<file path="src/rtl/width_param.sv">
// rtl/width_param.sv - shared register-index and address widths
`ifndef WIDTH_PARAM_SV
`define WIDTH_PARAM_SV
`define REG_WIDTH 5
`define ADDR_WIDTH 32
`endif

</file>
<file path="src/rtl/pipe_ctrl_pkg.sv">
// rtl/pipe_ctrl_pkg.sv - shared FSM state, stall-cause encoding and widths
`include "width_param.sv"

package pipe_ctrl_pkg;
  localparam int REG_W  = `REG_WIDTH;
  localparam int ADDR_W = `ADDR_WIDTH;

  typedef enum logic {
    ST_RUN      = 1'b0,
    ST_REDIRECT = 1'b1
  } state_t;

  typedef enum logic [1:0] {
    CAUSE_NONE      = 2'd0,
    CAUSE_LOAD_USE  = 2'd1,
    CAUSE_EX_BUSY   = 2'd2,
    CAUSE_DMEM_WAIT = 2'd3
  } cause_t;

  // Only the highest-priority active cause steers the stage controls
  function automatic cause_t pick_cause(input logic dmem_wait, input logic ex_busy,
                                        input logic load_use);
    if (dmem_wait)     return CAUSE_DMEM_WAIT;
    else if (ex_busy)  return CAUSE_EX_BUSY;
    else if (load_use) return CAUSE_LOAD_USE;
    else               return CAUSE_NONE;
  endfunction
endpackage

</file>
<file path="src/rtl/load_use_detect.sv">
// rtl/load_use_detect.sv - tracks the load in EX and flags a dependent ID source
module load_use_detect
  import pipe_ctrl_pkg::*;
(
  input  logic             clk,
  input  logic             rst,
  input  logic             id_valid,
  input  logic             id_r1_en,
  input  logic [REG_W-1:0] id_r1_addr,
  input  logic             id_r2_en,
  input  logic [REG_W-1:0] id_r2_addr,
  input  logic             id_rw_en,
  input  logic [REG_W-1:0] id_rw_addr,
  input  logic             id_is_load,
  input  logic             idex_stall,
  input  logic             idex_flush,
  output logic             load_use
);
  logic             ex_ld_vld;
  logic [REG_W-1:0] ex_ld_rd;

  // EX tracking only moves when ID actually advances into EX
  always_ff @(posedge clk) begin
    if (rst) begin
      ex_ld_vld <= 1'b0;
      ex_ld_rd  <= '0;
    end else if (idex_flush) begin
      ex_ld_vld <= 1'b0;
    end else if (!idex_stall) begin
      ex_ld_vld <= id_valid & id_is_load & id_rw_en & (id_rw_addr != '0);
      ex_ld_rd  <= id_rw_addr;
    end
  end

  always_comb begin
    load_use = id_valid & ex_ld_vld & (ex_ld_rd != '0) &
               ((id_r1_en & (id_r1_addr == ex_ld_rd)) |
                (id_r2_en & (id_r2_addr == ex_ld_rd)));
  end
endmodule

</file>
<file path="src/rtl/pipe_ctrl.sv">
// rtl/pipe_ctrl.sv - pipeline hazard/stall control with mispredict redirect FSM
`include "width_param.sv"

module pipe_ctrl
  import pipe_ctrl_pkg::*;
(
  input  logic                   clk,
  input  logic                   rst,
  input  logic                   id_valid,
  input  logic                   id_r1_en,
  input  logic [`REG_WIDTH-1:0]  id_r1_addr,
  input  logic                   id_r2_en,
  input  logic [`REG_WIDTH-1:0]  id_r2_addr,
  input  logic                   id_rw_en,
  input  logic [`REG_WIDTH-1:0]  id_rw_addr,
  input  logic                   id_is_load,
  input  logic                   id_predict_miss,
  input  logic [`ADDR_WIDTH-1:0] id_target,
  input  logic                   ex_busy,
  input  logic                   dmem_wait,
  input  logic                   pc_ready,
  output logic                   pc_stall,
  output logic                   ifid_stall,
  output logic                   ifid_flush,
  output logic                   idex_stall,
  output logic                   idex_flush,
  output logic                   exmem_stall,
  output logic                   exmem_flush,
  output logic                   memwb_flush,
  output logic                   redirect_valid,
  output logic [`ADDR_WIDTH-1:0] redirect_pc,
  output logic [31:0]            perf_stall_cnt,
  output logic [31:0]            perf_flush_cnt
);
  state_t state;
  cause_t cause;
  logic   load_use;
  logic   accept;

  load_use_detect u_load_use_detect (
    .clk        (clk),
    .rst        (rst),
    .id_valid   (id_valid),
    .id_r1_en   (id_r1_en),
    .id_r1_addr (id_r1_addr),
    .id_r2_en   (id_r2_en),
    .id_r2_addr (id_r2_addr),
    .id_rw_en   (id_rw_en),
    .id_rw_addr (id_rw_addr),
    .id_is_load (id_is_load),
    .idex_stall (idex_stall),
    .idex_flush (idex_flush),
    .load_use   (load_use)
  );

  always_comb begin
    cause       = rst ? CAUSE_NONE : pick_cause(dmem_wait, ex_busy, load_use);
    pc_stall    = 1'b0;
    ifid_stall  = 1'b0;
    ifid_flush  = 1'b0;
    idex_stall  = 1'b0;
    idex_flush  = 1'b0;
    exmem_stall = 1'b0;
    exmem_flush = 1'b0;
    memwb_flush = 1'b0;
    case (cause)
      CAUSE_DMEM_WAIT: begin
        pc_stall    = 1'b1;
        ifid_stall  = 1'b1;
        idex_stall  = 1'b1;
        exmem_stall = 1'b1;
        memwb_flush = 1'b1;
      end
      CAUSE_EX_BUSY: begin
        pc_stall    = 1'b1;
        ifid_stall  = 1'b1;
        idex_stall  = 1'b1;
        exmem_flush = 1'b1;
      end
      CAUSE_LOAD_USE: begin
        pc_stall    = 1'b1;
        ifid_stall  = 1'b1;
        idex_flush  = 1'b1;
      end
      default: ;
    endcase

    accept = !rst && (state == ST_RUN) && id_valid && id_predict_miss &&
             (cause == CAUSE_NONE);

    // While redirecting, fetch keeps running and IF/ID holds wrong-path only
    if (!rst && (state == ST_REDIRECT)) begin
      pc_stall   = 1'b0;
      ifid_stall = 1'b0;
      ifid_flush = 1'b1;
    end else if (accept) begin
      ifid_flush = 1'b1;
    end
  end

  assign redirect_valid = (state == ST_REDIRECT);

  always_ff @(posedge clk) begin
    if (rst) begin
      state          <= ST_RUN;
      redirect_pc    <= '0;
      perf_stall_cnt <= '0;
      perf_flush_cnt <= '0;
    end else begin
      if (pc_stall) perf_stall_cnt <= perf_stall_cnt + 32'd1;
      case (state)
        ST_RUN: begin
          if (accept) begin
            state          <= ST_REDIRECT;
            redirect_pc    <= id_target;
            perf_flush_cnt <= perf_flush_cnt + 32'd1;
          end
        end
        ST_REDIRECT: begin
          if (pc_ready) state <= ST_RUN;
        end
        default: state <= ST_RUN;
      endcase
    end
  end
endmodule

</file>
<file path="config.mk">
export PLATFORM = sky130hd
export DESIGN_NAME = pipe_ctrl
export DESIGN_NICKNAME = d
export VERILOG_FILES = /design/src/rtl/pipe_ctrl_pkg.sv /design/src/rtl/load_use_detect.sv /design/src/rtl/pipe_ctrl.sv
export VERILOG_INCLUDE_DIRS = /design/src /design/src/rtl
export SDC_FILE = /design/constraint.sdc
export NUM_CORES = 1
export LEC_CHECK = 0
export CAP_MARGIN = 5
export CORE_ASPECT_RATIO = 1.75
export CORE_UTILIZATION = 41
export CTS_CLUSTER_SIZE = 8
export DETAILED_ROUTE_END_ITERATION = 10
export GPL_TIMING_DRIVEN = 1
export HOLD_SLACK_MARGIN = 0.03
export PLACE_DENSITY = 0.73
export SETUP_SLACK_MARGIN = 0.2
export SKIP_CTS_REPAIR_TIMING = 1
export SKIP_LAST_GASP = 1
export SLEW_MARGIN = 20
export SYNTH_ARGS = -nofsm -noshare
export SYNTH_HDL_FRONTEND = slang
export SYNTH_SLANG_ARGS = --single-unit
</file>
<file path="constraint.sdc">
create_clock -name clk -period 2.5 [get_ports clk]
set_input_delay 0.5 -clock clk [delete_from_list [all_inputs] [get_ports clk]]
set_output_delay 0.5 -clock clk [all_outputs]
set_load 0.1 [all_outputs]
</file>
=== Word-level counts from Yosys, hierarchy flattened ===
Index checks and enable logic that the tools add are counted.

* Bits in writable memories: 0
* Latch bits: 0
* Memories kept: 0
* ROM bits: 0
* Register bits after elaboration: 103

* Bitwise operators: 12
* Eq/ne operators: 5
* Order comparisons: 0
* Div/mod/pow operators: 0
* Reductions and logical operators: 14
* $add $sub $neg: 2
* Shifts and indexed selects: 0
* Multiplexer cells: 14
* Multiply operators: 0

{| class="wikitable"
|+ Operator list
! operator !! number
|-
| 32-bit by 1-bit adder with 32-bit output, second input constant || 2
|-
| 5-bit equality test || 2
|-
| 1-bit two-way mux || 10
|-
| 5-bit nonzero test || 2
|-
| 1-bit bitwise AND || 8
|-
| 2-bit two-way mux || 3
|-
| 1-bit logical AND || 5
|-
| 2-bit equality test, second input constant || 2
|-
| 2-bit AND reduction || 2
|-
| 2-bit OR reduction || 2
|-
| 1-bit inverter || 3
|-
| 3-bit OR reduction || 1
|-
| 2-bit by 1-bit equality test with 1-bit output, second input constant || 1
|-
| 2-bit logical NOT || 1
|-
| 1-bit one-hot mux with 2 select lines || 1
|-
| 1-bit logical NOT || 1
|-
| 1-bit OR || 1
|}

=== Depth between registers and ports, before layout ===
* Depth after elaboration: 13
* Mapped depth: 9
* Gate-level depth less buffers: 7

=== By module ===
From an unflattened synthesis, not the netlist that was laid out.

* Cell total of the unflattened synthesis: 547
* Area, all modules: 4,546.9 sq um

{| class="wikitable"
|+ By module, submodules not included
! module !! cells an instance !! area each (sq um) !! times used !! sequential area each (sq um)
|-
| pipe_ctrl || 503 || 4,191.5 || 1 || 1,941.9
|-
| load_use_detect || 44 || 355.3 || 1 || 120.1
|}

=== Worst setup path after synthesis ===
No wires, ideal clock.

* Kind: input to output
* Start: input id_r1_addr[1]
* End: output idex_flush
* Required time: 2,000 ps
* Stages on the path: 5
* Path buffers: 1
* Setup slack: -1,325 ps
* Arrival time: 3,325 ps
* Cell sequence: xnor2_1 nand4_1 o22a_1 buf_2 nor3_1

* Word-level cells in the longest chain between the ends: 10

{| class="wikitable"
|+ RTL lines
! element !! RTL line !! text
|-
| start: declaration || pipe_ctrl.sv:11 || <nowiki>input logic [`REG_WIDTH-1:0] id_r1_addr,</nowiki>
|-
| 5-bit equality test || load_use_detect.sv:37 || <nowiki>((id_r1_en & (id_r1_addr == ex_ld_rd)) |</nowiki>
|-
| 1-bit bitwise AND || load_use_detect.sv:37 ||
|-
| 1-bit OR || load_use_detect.sv:37 ||
|-
| 1-bit bitwise AND || load_use_detect.sv:36 || <nowiki>load_use = id_valid & ex_ld_vld & (ex_ld_rd != '0) &</nowiki>
|-
| 1-bit two-way mux || pipe_ctrl_pkg.sv:25 || <nowiki>else if (load_use) return CAUSE_LOAD_USE;</nowiki>
|-
| 2-bit two-way mux || pipe_ctrl_pkg.sv:24 || <nowiki>else if (ex_busy) return CAUSE_EX_BUSY;</nowiki>
|-
| 2-bit two-way mux || pipe_ctrl_pkg.sv:23 || <nowiki>if (dmem_wait) return CAUSE_DMEM_WAIT;</nowiki>
|-
| 2-bit two-way mux || pipe_ctrl.sv:57 || <nowiki>cause = rst ? CAUSE_NONE : pick_cause(dmem_wait, ex_busy, load_use);</nowiki>
|-
| 2-bit by 1-bit equality test with 1-bit output || pipe_ctrl.sv:66 || <nowiki>case (cause)</nowiki>
|-
| 1-bit two-way mux || pipe_ctrl.sv:66 ||
|-
| end: declaration || pipe_ctrl.sv:26 || <nowiki>output logic idex_flush,</nowiki>
|}

Every way passes these cells.

=== Worst setup path in the final report ===
* Start: register u_load_use_detect.ex_ld_rd[0]
* End: output pc_stall

* Word-level cells in the longest chain between the ends: 12
* Elaborated cells on any way between the ends: 18
* Those cells by class: eq/ne: 5; mux: 6; bitwise: 5; reduce/logical: 2

{| class="wikitable"
|+ RTL lines
! element !! RTL line !! text
|-
| start: declaration || load_use_detect.sv:20 || <nowiki>logic [REG_W-1:0] ex_ld_rd;</nowiki>
|-
| start signal: assignment || load_use_detect.sv:31 || <nowiki>ex_ld_rd <= id_rw_addr;</nowiki>
|-
| 5-bit equality test, on equally long branches || load_use_detect.sv:37, load_use_detect.sv:38 ||
|-
| 1-bit bitwise AND, on equally long branches || load_use_detect.sv:37, load_use_detect.sv:38 ||
|-
| 1-bit OR || load_use_detect.sv:37 ||
|-
| 1-bit bitwise AND * || load_use_detect.sv:36 ||
|-
| 1-bit two-way mux * || pipe_ctrl_pkg.sv:25 ||
|-
| 2-bit two-way mux * || pipe_ctrl_pkg.sv:24 ||
|-
| 2-bit two-way mux * || pipe_ctrl_pkg.sv:23 ||
|-
| 2-bit two-way mux * || pipe_ctrl.sv:57 ||
|-
| 2-bit equality test / 2-bit by 1-bit equality test with 1-bit output (equally long branches) || pipe_ctrl.sv:66 ||
|-
| 3-bit OR reduction (no source line) * || - ||
|-
| 1-bit two-way mux * || pipe_ctrl.sv:66 ||
|-
| 1-bit two-way mux * || pipe_ctrl.sv:92 || <nowiki>if (!rst && (state == ST_REDIRECT)) begin</nowiki>
|-
| end: declaration || pipe_ctrl.sv:22 || <nowiki>output logic pc_stall,</nowiki>
|}

Mark *: on every way between the ends. The rest lies on a longest branch, timed or not.

==> results by group <==
Critical path
  • CP max stage cell: or4_4
  • CP Class: flop to primary output
  • Worst-case reg-to-reg path depth: 10
  • RR Endpoint: perf_flush_cnt[18]
  • R2r startpoint: u_load_use_detect.ex_ld_rd[0]
  • Data arrival, critical path: around 2100 ps
  • Critical Path End Type: primary output
  • Crit path max fanout: 4
  • R2R Setup Slk: roughly 10 ps
  • Delay of the slowest critical-path stage: between 500 and 600 ps
  • Setup crit start: u_load_use_detect.ex_ld_rd[0]
  • Critical Path, Cell by Cell: or4_4 -> o21ai_4 -> o31a_1 -> clkinvlp_4 -> buf_12
  • WP data required: about 2000 ps
  • Critical Path Start Type: flop

Detailed routing
  • 1st-pass router iterations: 4
  • Via/cell ratio: 5.62
  • Drt wl/cell: roughly 16 µm
  • Final wirelength: ~15 mm
  • DR DRC count: 0
  • Vias: 5150
  • ANT nets after route: 0
  • Initial drt markers: approximately 250

Clock network
  • CTS root buffer: clkbuf_16
  • Htree depth: 3
  • Clock buffer depth: 2
  • Clock Latency Late Sink: around 340 ps
  • Sink Count: ~100
  • Reg clk slew, reported paths: roughly 80 ps
  • CTS tree: built
  • Total CTS buffers: 9

STA
  • Worst slew pin tran: roughly 700 ps
  • Relative slew slack: 0.525
  • Pins over their slew limit: 0
  • Final Hold Fails: 0
  • Fmax: about 380 MHz
  • Hold_ws: about 460 ps
  • Final worst slack: -122 ps
  • Skew final: around 10 ps
  • Fin Setup TNS: -388 ps
  • RSZ-0062 raised after global routing: true
  • Setup Viol. Count Final: 4
  • Tmin final: 2620 ps
  • Ratio of final minimum period to clock period: 1.05

Pwr
  • Sequential share of power: 0.467
  • Leakage power: 0.00286 µW
  • Sw Ratio: 0.262
  • Clk pwr share: 0.411
  • Power Density: 490 nW/µm²
  • P_sw: around 930 µW
  • Peak VDD IR: 0.000380 V
  • Internal: 2630 µW
  • Comb pwr share: 0.122

GRT
  • Grt ovf: 0
  • Vias in the first global route: ~4800
  • Initial antenna violation count: 0
  • Largest net degree at the start of global routing: between 60 and 70
  • Global-route wire length before repair: about 23 mm
  • GR Util All Layers: 0.234

Synth
  • FFs w/ async S/R, synth: 0
  • Top FF cell, synth: dfxtp_1
  • Post-synth EDFFs: 0
  • Syn_nets: approximately 630
  • Seq/Total Area, Yosys: 0.439
  • Mapped cell area: 4690 µm²
  • Synth unique cells: 50
  • Synth Instances: between 500 and 600
  • FF+latch count, synth: between 100 and 150
  • Post-Syn Area per Cell: between 8 and 9 µm²
  • Synthesis Warnings: 0

Floorplan
  • FP Rows: 51
  • DIE AREA: approximately 12000 µm²
  • IO Pins: between 150 and 200
  • Die Ht: 144 µm
  • Core ar.: between 10000 and 15000 µm²
  • DIE WIDTH: 82.9 µm
  • Initial Util: 0.423

Place
  • Hpwl dp: around 11 mm
  • Area after DPL: about 6600 µm²
  • Gpl congestion: 0.818
  • Port bufs: 162
  • Placement Setup Slack: -354 ps

Layout
  • ANT cells: 0
  • Area delta synth->final: 55.0%
  • Proportion of layout cells with a drive suffix above 1: 0.343
  • Final core occ: 0.655
  • Nets@finish: between 800 and 900
  • Finished Cell Area: slightly above 7000 µm²
  • Layout fillers: about 940

Worst hold path
  • Hold path cells: 2
  • Worst hold path class: flop to flop
  • Hold wc startpoint: redirect_pc[23]
  • Hold endpoint: redirect_pc[23]

Status
  • Violated checks: setup timing
  • Status: complete, but fails checks

Run
  • Max_cap viols: 0
area by class of cell:
type	instances	area (µm²)	share of cell area
clock buffer	9	225	0.0310
clock inverter	7	85.1	0.0117
inverter	12	48.8	0.00671
multi-input combinational	428	2630	0.362
sequential	103	2130	0.292
tap	132	165	0.0227
timing repair buffer	225	1990	0.274
how the worst max path moves through the flow:
stage	endpoint	slack [ps]	cells past startpoint
floorplan	pc_stall	-330	6
global placement	perf_stall_cnt[13]	-300	7
detailed placement	perf_stall_cnt[19]	-350	7
CTS	ifid_flush	-310	7
global route	pc_stall	-180	5
finish	pc_stall	-120	5
cell usage after synthesis, types with 2 or more instances:
cell type  count  area share
inv_1         12      0.0096
o31a_1         2      0.0037
mux2i_1        8       0.017
and3_1        12       0.016
dfxtp_1      103        0.44
xor2_1         3      0.0056
or3_1         38       0.051
nand3_1       15       0.016
buf_6          2      0.0048
buf_2          6      0.0064
a21bo_2        2      0.0043
or4_1         13       0.021
o31ai_1       12       0.019
ha_1           2      0.0053
clkbuf_1      19       0.015
o21a_1         2      0.0032
and4_1         9       0.017
o21ai_0       39       0.042
nor3_1         5      0.0053
nand3b_1       2      0.0032
o2111a_1       2      0.0048
nor2_1        21       0.017
and2_1         2      0.0027
a21oi_1       83       0.089
buf_4          3      0.0048
xnor2_1       15       0.028
nand2_1       98       0.078
o21ai_2        2      0.0037
o211ai_1       5      0.0080
nand4_1       14       0.019
critical path, delay by kind of cell, from the launching register on:
family                 cells  cell delay (ps)
AO/OA/AOI/OAI              2              500
buffers and inverters      2              400
flip-flops                 1              350
AND/OR/NAND/NOR            1              530
metal layers:
metal,global-route usage,wire (µm),vias to the layer above
li1,-,-,2478
met1,0.235,5480,2478
met2,0.458,8350,162
met3,0.0437,736,32
met4,0.113,498,0
met5,0,0,-
placed cells by master (no fill, tap or decap), types with 11 or more instances in the layout:
cell type and count:
buf_4 156, nor2_1 20, or4_1 11, nand3_1 15, dfxtp_1 62, clkdlybuf4s50_1 43
nand2_1 97, and3_1 12, dfxtp_2 36, nand4_1 14, o21ai_0 38, xnor2_1 14
or3_1 33, a21oi_1 73, o31ai_1 12, inv_1 11, dlymetal6s2s_1 13
through the flow:
stage | power [µW] | std cells
2_1_floorplan | 1940 | 571
3_3_place_gp | 2110 | 874
3_5_place_dp | 2120 | 874
4_1_cts | 3580 | 890
5_1_grt | 3690 | 916
6_report | 3570 | 916
logic make-up (layout without fill, tap and decap cells):
group / count (synthesis) / after routing / share of synthesized area
simple gates: 240 / 241 / 0.268
fa+ha+maj: 2 / 2 / 0.00533
mux: 8 / 8 / 0.0171
buf+inv: 42 / 253 / 0.0408
compound gates: 158 / 159 / 0.196
flops: 103 / 103 / 0.439
xor+xnor: 18 / 18 / 0.0336
power by group through the flow:
stage | registers [µW] | clock network, µW | logic, µW
global placement | 1710 | 0 | 407
floorplan | 1780 | 0 | 157
detailed placement | 1710 | 0 | 412
finish | 1670 | 1470 | 435
CTS | 1670 | 1500 | 414
global route | 1670 | 1570 | 454
sequential cells by signal, summed over array words and instances, names as in the netlist:
register and cells:
perf_stall_cnt 32, u_load_use_detect.ex_ld_vld 1, redirect_pc 32, perf_flush_cnt 32, redirect_valid 1, u_load_use_detect.ex_ld_rd 5
Power figures use the tool's default switching activity.
